===== config.mk =====
export PLATFORM = sky130hd
export DESIGN_NAME = fifo2_tx_rx
export DESIGN_NICKNAME = d
export VERILOG_FILES = /design/src/rtl/fifo2_tx_rx.sv
export SDC_FILE = /design/constraint.sdc
export NUM_CORES = 1
export LEC_CHECK = 0
export BUFFER_PORTS_ARGS = -buffer_cell sky130_fd_sc_hd__buf_2
export CAP_MARGIN = 5
export CORE_AREA = 4 4 77 150
export DETAILED_ROUTE_END_ITERATION = 6
export DIE_AREA = 0 0 81 154
export GPL_ROUTABILITY_DRIVEN = 0
export PLACE_DENSITY = 0.83
export SLEW_MARGIN = 0
export SYNTH_ARGS = -nofsm -noshare
export SYNTH_HDL_FRONTEND = slang
export SYNTH_SLANG_ARGS = --single-unit
export TNS_END_PERCENT = 100

===== constraint.sdc =====
create_clock -name clk -period 4.4 [get_ports clk]
set_input_delay 0.22 -clock clk [delete_from_list [all_inputs] [get_ports clk]]
set_output_delay 0.22 -clock clk [all_outputs]
set_load 0.05 [all_outputs]

===== src/rtl/fifo2_tx_rx.sv =====
// Command/report bridge between a host FIFO pair and one SL transmitter and receiver.
// Commands are popped, decoded onto the selected channel, and reports pushed back.
module fifo2_tx_rx (
  input  logic        clk,
  input  logic        rst,
  input  logic        fifo_read_empty,
  input  logic [33:0] fifo_read_data,
  output logic        fifo_read_inc,
  input  logic        fifo_write_full,
  output logic [33:0] fifo_write_data,
  output logic        fifo_write_inc,
  output logic [31:0] wr_data_tx,
  output logic        data_we_tx,
  output logic [15:0] wr_config_tx,
  output logic        config_we_tx,
  input  logic        rd_status_tx,
  input  logic [15:0] rd_config_tx,
  input  logic        status_changed_tx,
  output logic [15:0] wr_config_rx,
  output logic        config_we_rx,
  input  logic [31:0] rd_data_rx,
  input  logic [15:0] rd_status_rx,
  input  logic [15:0] rd_config_rx,
  input  logic        data_status_changed_rx,
  output logic        word_picked_rx
);

  typedef enum logic [2:0] {
    IDLE, ACK, ECHO, TX_STAT, TX_CFG, RX_DATA, RX_STAT, RX_CFG
  } state_t;

  state_t     state;
  logic       channel;
  logic       pend_rx;
  logic       pend_tx;
  logic       rx_evt;
  logic       tx_evt;
  logic [1:0] cmd_type;

  assign cmd_type = fifo_read_data[33:32];
  assign rx_evt   = pend_rx | data_status_changed_rx;
  assign tx_evt   = pend_tx | status_changed_tx;

  // Pending flags clear when their word is pushed, so events already covered by a running report merge into it.
  always_ff @(posedge clk) begin
    if (rst) begin
      state           <= IDLE;
      channel         <= 1'b0;
      pend_rx         <= 1'b0;
      pend_tx         <= 1'b0;
      fifo_read_inc   <= 1'b0;
      fifo_write_inc  <= 1'b0;
      fifo_write_data <= 34'd0;
      wr_data_tx      <= 32'd0;
      data_we_tx      <= 1'b0;
      wr_config_tx    <= 16'd0;
      config_we_tx    <= 1'b0;
      wr_config_rx    <= 16'd0;
      config_we_rx    <= 1'b0;
      word_picked_rx  <= 1'b0;
    end else begin
      fifo_read_inc  <= 1'b0;
      fifo_write_inc <= 1'b0;
      data_we_tx     <= 1'b0;
      config_we_tx   <= 1'b0;
      config_we_rx   <= 1'b0;
      word_picked_rx <= 1'b0;
      if (data_status_changed_rx) pend_rx <= 1'b1;
      if (status_changed_tx)      pend_tx <= 1'b1;

      case (state)
        IDLE: begin
          if (rx_evt) begin
            if (!fifo_write_full) begin
              fifo_write_inc  <= 1'b1;
              fifo_write_data <= {2'b01, rd_data_rx};
              word_picked_rx  <= 1'b1;
              pend_rx         <= 1'b0;
              state           <= RX_STAT;
            end
          end else if (tx_evt) begin
            if (!fifo_write_full) begin
              fifo_write_inc  <= 1'b1;
              fifo_write_data <= {2'b10, 31'd0, rd_status_tx};
              pend_tx         <= 1'b0;
            end
          end else if (!fifo_read_empty) begin
            fifo_read_inc <= 1'b1;
            state         <= ACK;
            case (cmd_type)
              2'd0: begin
                if (channel) begin
                  config_we_rx <= 1'b1;
                  wr_config_rx <= fifo_read_data[15:0];
                  state        <= RX_CFG;
                end else begin
                  config_we_tx <= 1'b1;
                  wr_config_tx <= fifo_read_data[15:0];
                  state        <= TX_CFG;
                end
              end
              2'd1: begin
                if (!channel) begin
                  data_we_tx <= 1'b1;
                  wr_data_tx <= fifo_read_data[31:0];
                end
              end
              2'd3: begin
                channel <= fifo_read_data[0];
                state   <= ECHO;
              end
              default: state <= ACK;
            endcase
          end
        end
        ACK: state <= IDLE;
        ECHO: begin
          if (!fifo_write_full) begin
            fifo_write_inc  <= 1'b1;
            fifo_write_data <= {2'b11, 31'd0, channel};
            state           <= channel ? RX_DATA : TX_STAT;
          end
        end
        TX_STAT: begin
          if (!fifo_write_full) begin
            fifo_write_inc  <= 1'b1;
            fifo_write_data <= {2'b10, 31'd0, rd_status_tx};
            pend_tx         <= 1'b0;
            state           <= TX_CFG;
          end
        end
        TX_CFG: begin
          if (!fifo_write_full) begin
            fifo_write_inc  <= 1'b1;
            fifo_write_data <= {2'b00, 16'd0, rd_config_tx};
            state           <= IDLE;
          end
        end
        RX_DATA: begin
          if (!fifo_write_full) begin
            fifo_write_inc  <= 1'b1;
            fifo_write_data <= {2'b01, rd_data_rx};
            word_picked_rx  <= 1'b1;
            pend_rx         <= 1'b0;
            state           <= RX_STAT;
          end
        end
        RX_STAT: begin
          if (!fifo_write_full) begin
            fifo_write_inc  <= 1'b1;
            fifo_write_data <= {2'b10, 16'd0, rd_status_rx};
            state           <= RX_CFG;
          end
        end
        RX_CFG: begin
          if (!fifo_write_full) begin
            fifo_write_inc  <= 1'b1;
            fifo_write_data <= {2'b00, 16'd0, rd_config_rx};
            state           <= IDLE;
          end
        end
        default: state <= IDLE;
      endcase
    end
  end

endmodule


==> flow_metrics.py <==
metrics = {
    "layout": {
        "final_nets": 874,
        "drive_gt1_share_pct": 35.68,
        "diodes": 0,
        "area_growth_pct": 26.78,
        "fin_util_pct": 62.36,
    },
    "clocking": {
        "clock_path_buffers": 2,
        "ctsRootBufferMaster": "clkbuf_16",
        "cts-buffers-inserted": 9,
        "clk_pin_slew_ns": 0.08,
        "h-tree-depth": 3,
        "clk_latency_ns": 0.36,
        "cts_sinks": 110,
        "cts_resized": 0,
        "cts_setup_buffers": 0,
        "cts_tree": "built",
        "cts_hold_buf": 0,
    },
    "yosys": {
        "synthCells": 557,
        "synthArstFlopShare_pct": 0,
        "syn-cell-area_sq_um": 5154,
        "synthXorXnorAreaFrac_pct": 0,
        "ys_types": 53,
        "ys_seq_area_share_pct": 42.73,
        "yosys_most_used_dff": "dfxtp_1",
        "syn_avg_cell_area_sq_um": 9.253,
        "yosysWarnings": 0,
        "synth_edf_count": 0,
        "synth_nets": 681,
        "yosys.area_share.simple_pct": 15.66,
        "synth_seq_cells": 110,
        "synthAdderAreaFrac_pct": 0.7283,
        "synth_compound_gate_area_share_pct": 17.99,
        "synth_top_family_by_area": "compound AO/OA/AOI/OAI gates",
        "synthMuxAreaShare_pct": 16.63,
    },
    "floorplanning": {
        "initial_core_util_pct": 49.19,
        "row_count": 53,
        "die-width_microns": 81,
        "num_io_pins": 225,
        "core_sq_um": 10480,
        "die_area_sq_um": 12470,
        "die_y_microns": 154,
    },
    "global_route": {
        "grt_antenna_before_repair": 0,
        "grt_use_total_pct": 25.34,
        "grt_pass1_vias": 5173,
        "grt_overflow": 0,
        "grt_pass1_wl_mm": 25.14,
        "grt_max_degree": 67,
    },
    "place": {
        "portBuffers": 224,
        "dp_hpwl_mm": 11.93,
    },
    "pwr": {
        "p_leak_nw": 3.403,
        "ir_drop_mv": 0.3640,
        "p_per_area_nw_per_um2": 511.0,
        "p_total_mw": 3.339,
    },
    "critical_path": {
        "cp_max_fo": 45,
        "slowest_delay_ns": 0.92,
        "worst_setup_path_end_kind": "register",
        "critical_path_required_ns": 4.65,
        "cp.arrival_ns": 3.13,
        "path_cells": "or2_2 -> a21o_1 -> nand3_2 -> o32ai_1",
        "start_kind": "register",
        "critical_path_class": "register to register",
        "slowest_stage": "dfxtp_2",
    },
    "routing": {
        "initialDrtViolationCount": 387,
        "routed_wl_mm": 15.70,
        "post-route-drc-count": 0,
        "wl_per_cell_microns": 17.63,
        "drtPass1Iterations": 7,
        "ant_nets": 0,
        "num_vias": 5049,
        "avgViaCountPerCell": 5.667,
    },
    "sta": {
        "finalCriticalPeriod_ns": 2.882,
        "tightest_slew_ns": 1.143,
        "tns_ns": 0,
        "period_share_pct": 65.50,
        "final_hold_viol_count": 0,
        "max_freq_ghz": 0.3470,
        "skew_ns": 0.01133,
        "rsz0062_at_grt": "no",
        "slew_viol_final": 0,
        "final-setup-viol-count": 0,
        "slew_headroom_pct": 23.79,
    },
    "min_path": {
        "hold_class": "input pin to register",
    },
    "outcome": {
        "status": "finished clean",
    },
    "job": {
        "maxCapViolCount": 0,
    },
}
## cell usage after synthesis (2+ instances only)
cell | number | area [sq um]
o311ai_0 | 7 | 61.31
or3_1 | 2 | 12.51
ha_1 | 3 | 37.54
o2bb2ai_1 | 16 | 140.1
o211a_1 | 2 | 20.02
clkbuf_1 | 23 | 86.33
inv_1 | 24 | 90.09
and2_1 | 5 | 31.28
o21ai_0 | 14 | 70.07
nor2b_1 | 4 | 25.02
nand3b_1 | 2 | 15.01
and3_1 | 2 | 12.51
a311oi_1 | 2 | 17.52
nand3_1 | 3 | 15.01
mux2_2 | 3 | 33.78
nor2_1 | 98 | 367.9
buf_2 | 15 | 75.07
a21oi_1 | 26 | 130.1
a211oi_1 | 17 | 127.6
a21o_1 | 3 | 22.52
nand4_2 | 2 | 25.02
or2_2 | 2 | 12.51
nor3_1 | 4 | 20.02
nor4b_1 | 7 | 61.31
a22oi_1 | 9 | 67.56
a2111oi_0 | 2 | 17.52
buf_1 | 4 | 15.01
buf_6 | 5 | 56.30
nand2_1 | 10 | 37.54
mux2i_1 | 80 | 800.8
nand2b_1 | 7 | 43.79
or3b_2 | 6 | 52.55
dfxtp_1 | 110 | 2202
a31oi_1 | 17 | 106.4
a21oi_4 | 2 | 32.53
nand4_1 | 2 | 12.51
## sequential cells by signal, indices dropped and copies added (netlist names), named ones only
name / count
channel: 1
config_we_rx: 1
wr_data_tx: 32
state: 3
pend_tx: 1
pend_rx: 1
fifo_read_inc: 1
data_we_tx: 1
word_picked_rx: 1
wr_config_rx: 16
config_we_tx: 1
fifo_write_data: 33
fifo_write_inc: 1
wr_config_tx: 16
## cell usage in the layout, fill, tap and decap left out, types with 3 or more instances in the layout
cell type | synthesis | layout
buf_2 | 15 | 224
dfxtp_1 | 110 | 109
nor2_1 | 98 | 98
mux2i_1 | 80 | 80
a21oi_1 | 26 | 26
inv_1 | 24 | 24
a211oi_1 | 17 | 17
a31oi_1 | 17 | 17
o2bb2ai_1 | 16 | 16
o21ai_0 | 14 | 14
nand2_1 | 10 | 10
a22oi_1 | 9 | 9
clkbuf_16 | 0 | 9
nand2b_1 | 7 | 7
nor4b_1 | 7 | 7
o311ai_0 | 7 | 7
or3b_2 | 6 | 6
and2_1 | 5 | 5
buf_4 | 0 | 5
nor3_1 | 4 | 4
nor2b_1 | 4 | 4
mux2_2 | 3 | 3
nand3_1 | 3 | 3
a21o_1 | 3 | 3
ha_1 | 3 | 3
## critical path: cells and delay by family (launching register included)
family	cells	cell delay, ns
AOI/OAI and AO/OA	2	1.08
and+or+nand+nor	2	0.75
DFF	1	0.92
## path summary, 6_finish.rpt
path                      startpoint                  to  slack, ns  cells after the start
hold / removal    fifo_read_data[21]      wr_data_tx[21]        0.1                      3
setup / recovery            state[1]  fifo_write_data[0]       1.52                      4
setup reg to reg            state[1]  fifo_write_data[0]       1.52                      4
hold reg to reg   fifo_write_data[7]  fifo_write_data[7]       0.48                      2
## layout make-up
type | instances | area, sq um
clock buffers | 9 | 225.2
multi-input cells | 376 | 2629
flip-flops and latches | 110 | 2203
well taps | 137 | 171.4
fillers | 909 | 3944
clock inverters | 6 | 56.30
repair buffers | 229 | 1159
inverters | 24 | 90.09
## kinds of logic (layout without fill, tap and decap cells)
group	Yosys count	after routing
buffers and inverters	71	268
and+or+nand+nor	162	162
adders and majority gates	3	3
DFF	110	110
muxes	84	84
AOI/OAI and AO/OA	127	127
## per-layer routing
layer | track usage, % | wire length (microns) | up-vias
met5 | 0 | 0 | -
met4 | 8.219 | 330 | 0
met3 | 7.679 | 1322 | 29
met2 | 46.68 | 8421 | 234
met1 | 26.38 | 5629 | 2411
li1 | - | - | 2375
## power breakdown
part / switching (mW) / internal, mW / total (mW)
logic: 0.890 / 0.423 / 1.31
registers: 0.138 / 1.10 / 1.24
clock network: 0.390 / 0.393 / 0.784
total: 1.42 / 1.92 / 3.34
## metrics by stage
step,hold slack (ns),instances,cell area [sq um],worst slack (ns)
6_report,0.09738,891,6534,1.518
5_1_grt,0.1092,891,6534,1.321
4_1_cts,0.09541,891,6534,1.581
3_5_place_dp,0.4529,876,6252,1.577
3_3_place_gp,0.4453,876,6252,1.775
2_1_floorplan,0.3639,557,5154,2.682
No activity file was read; power rests on OpenSTA's default activity.
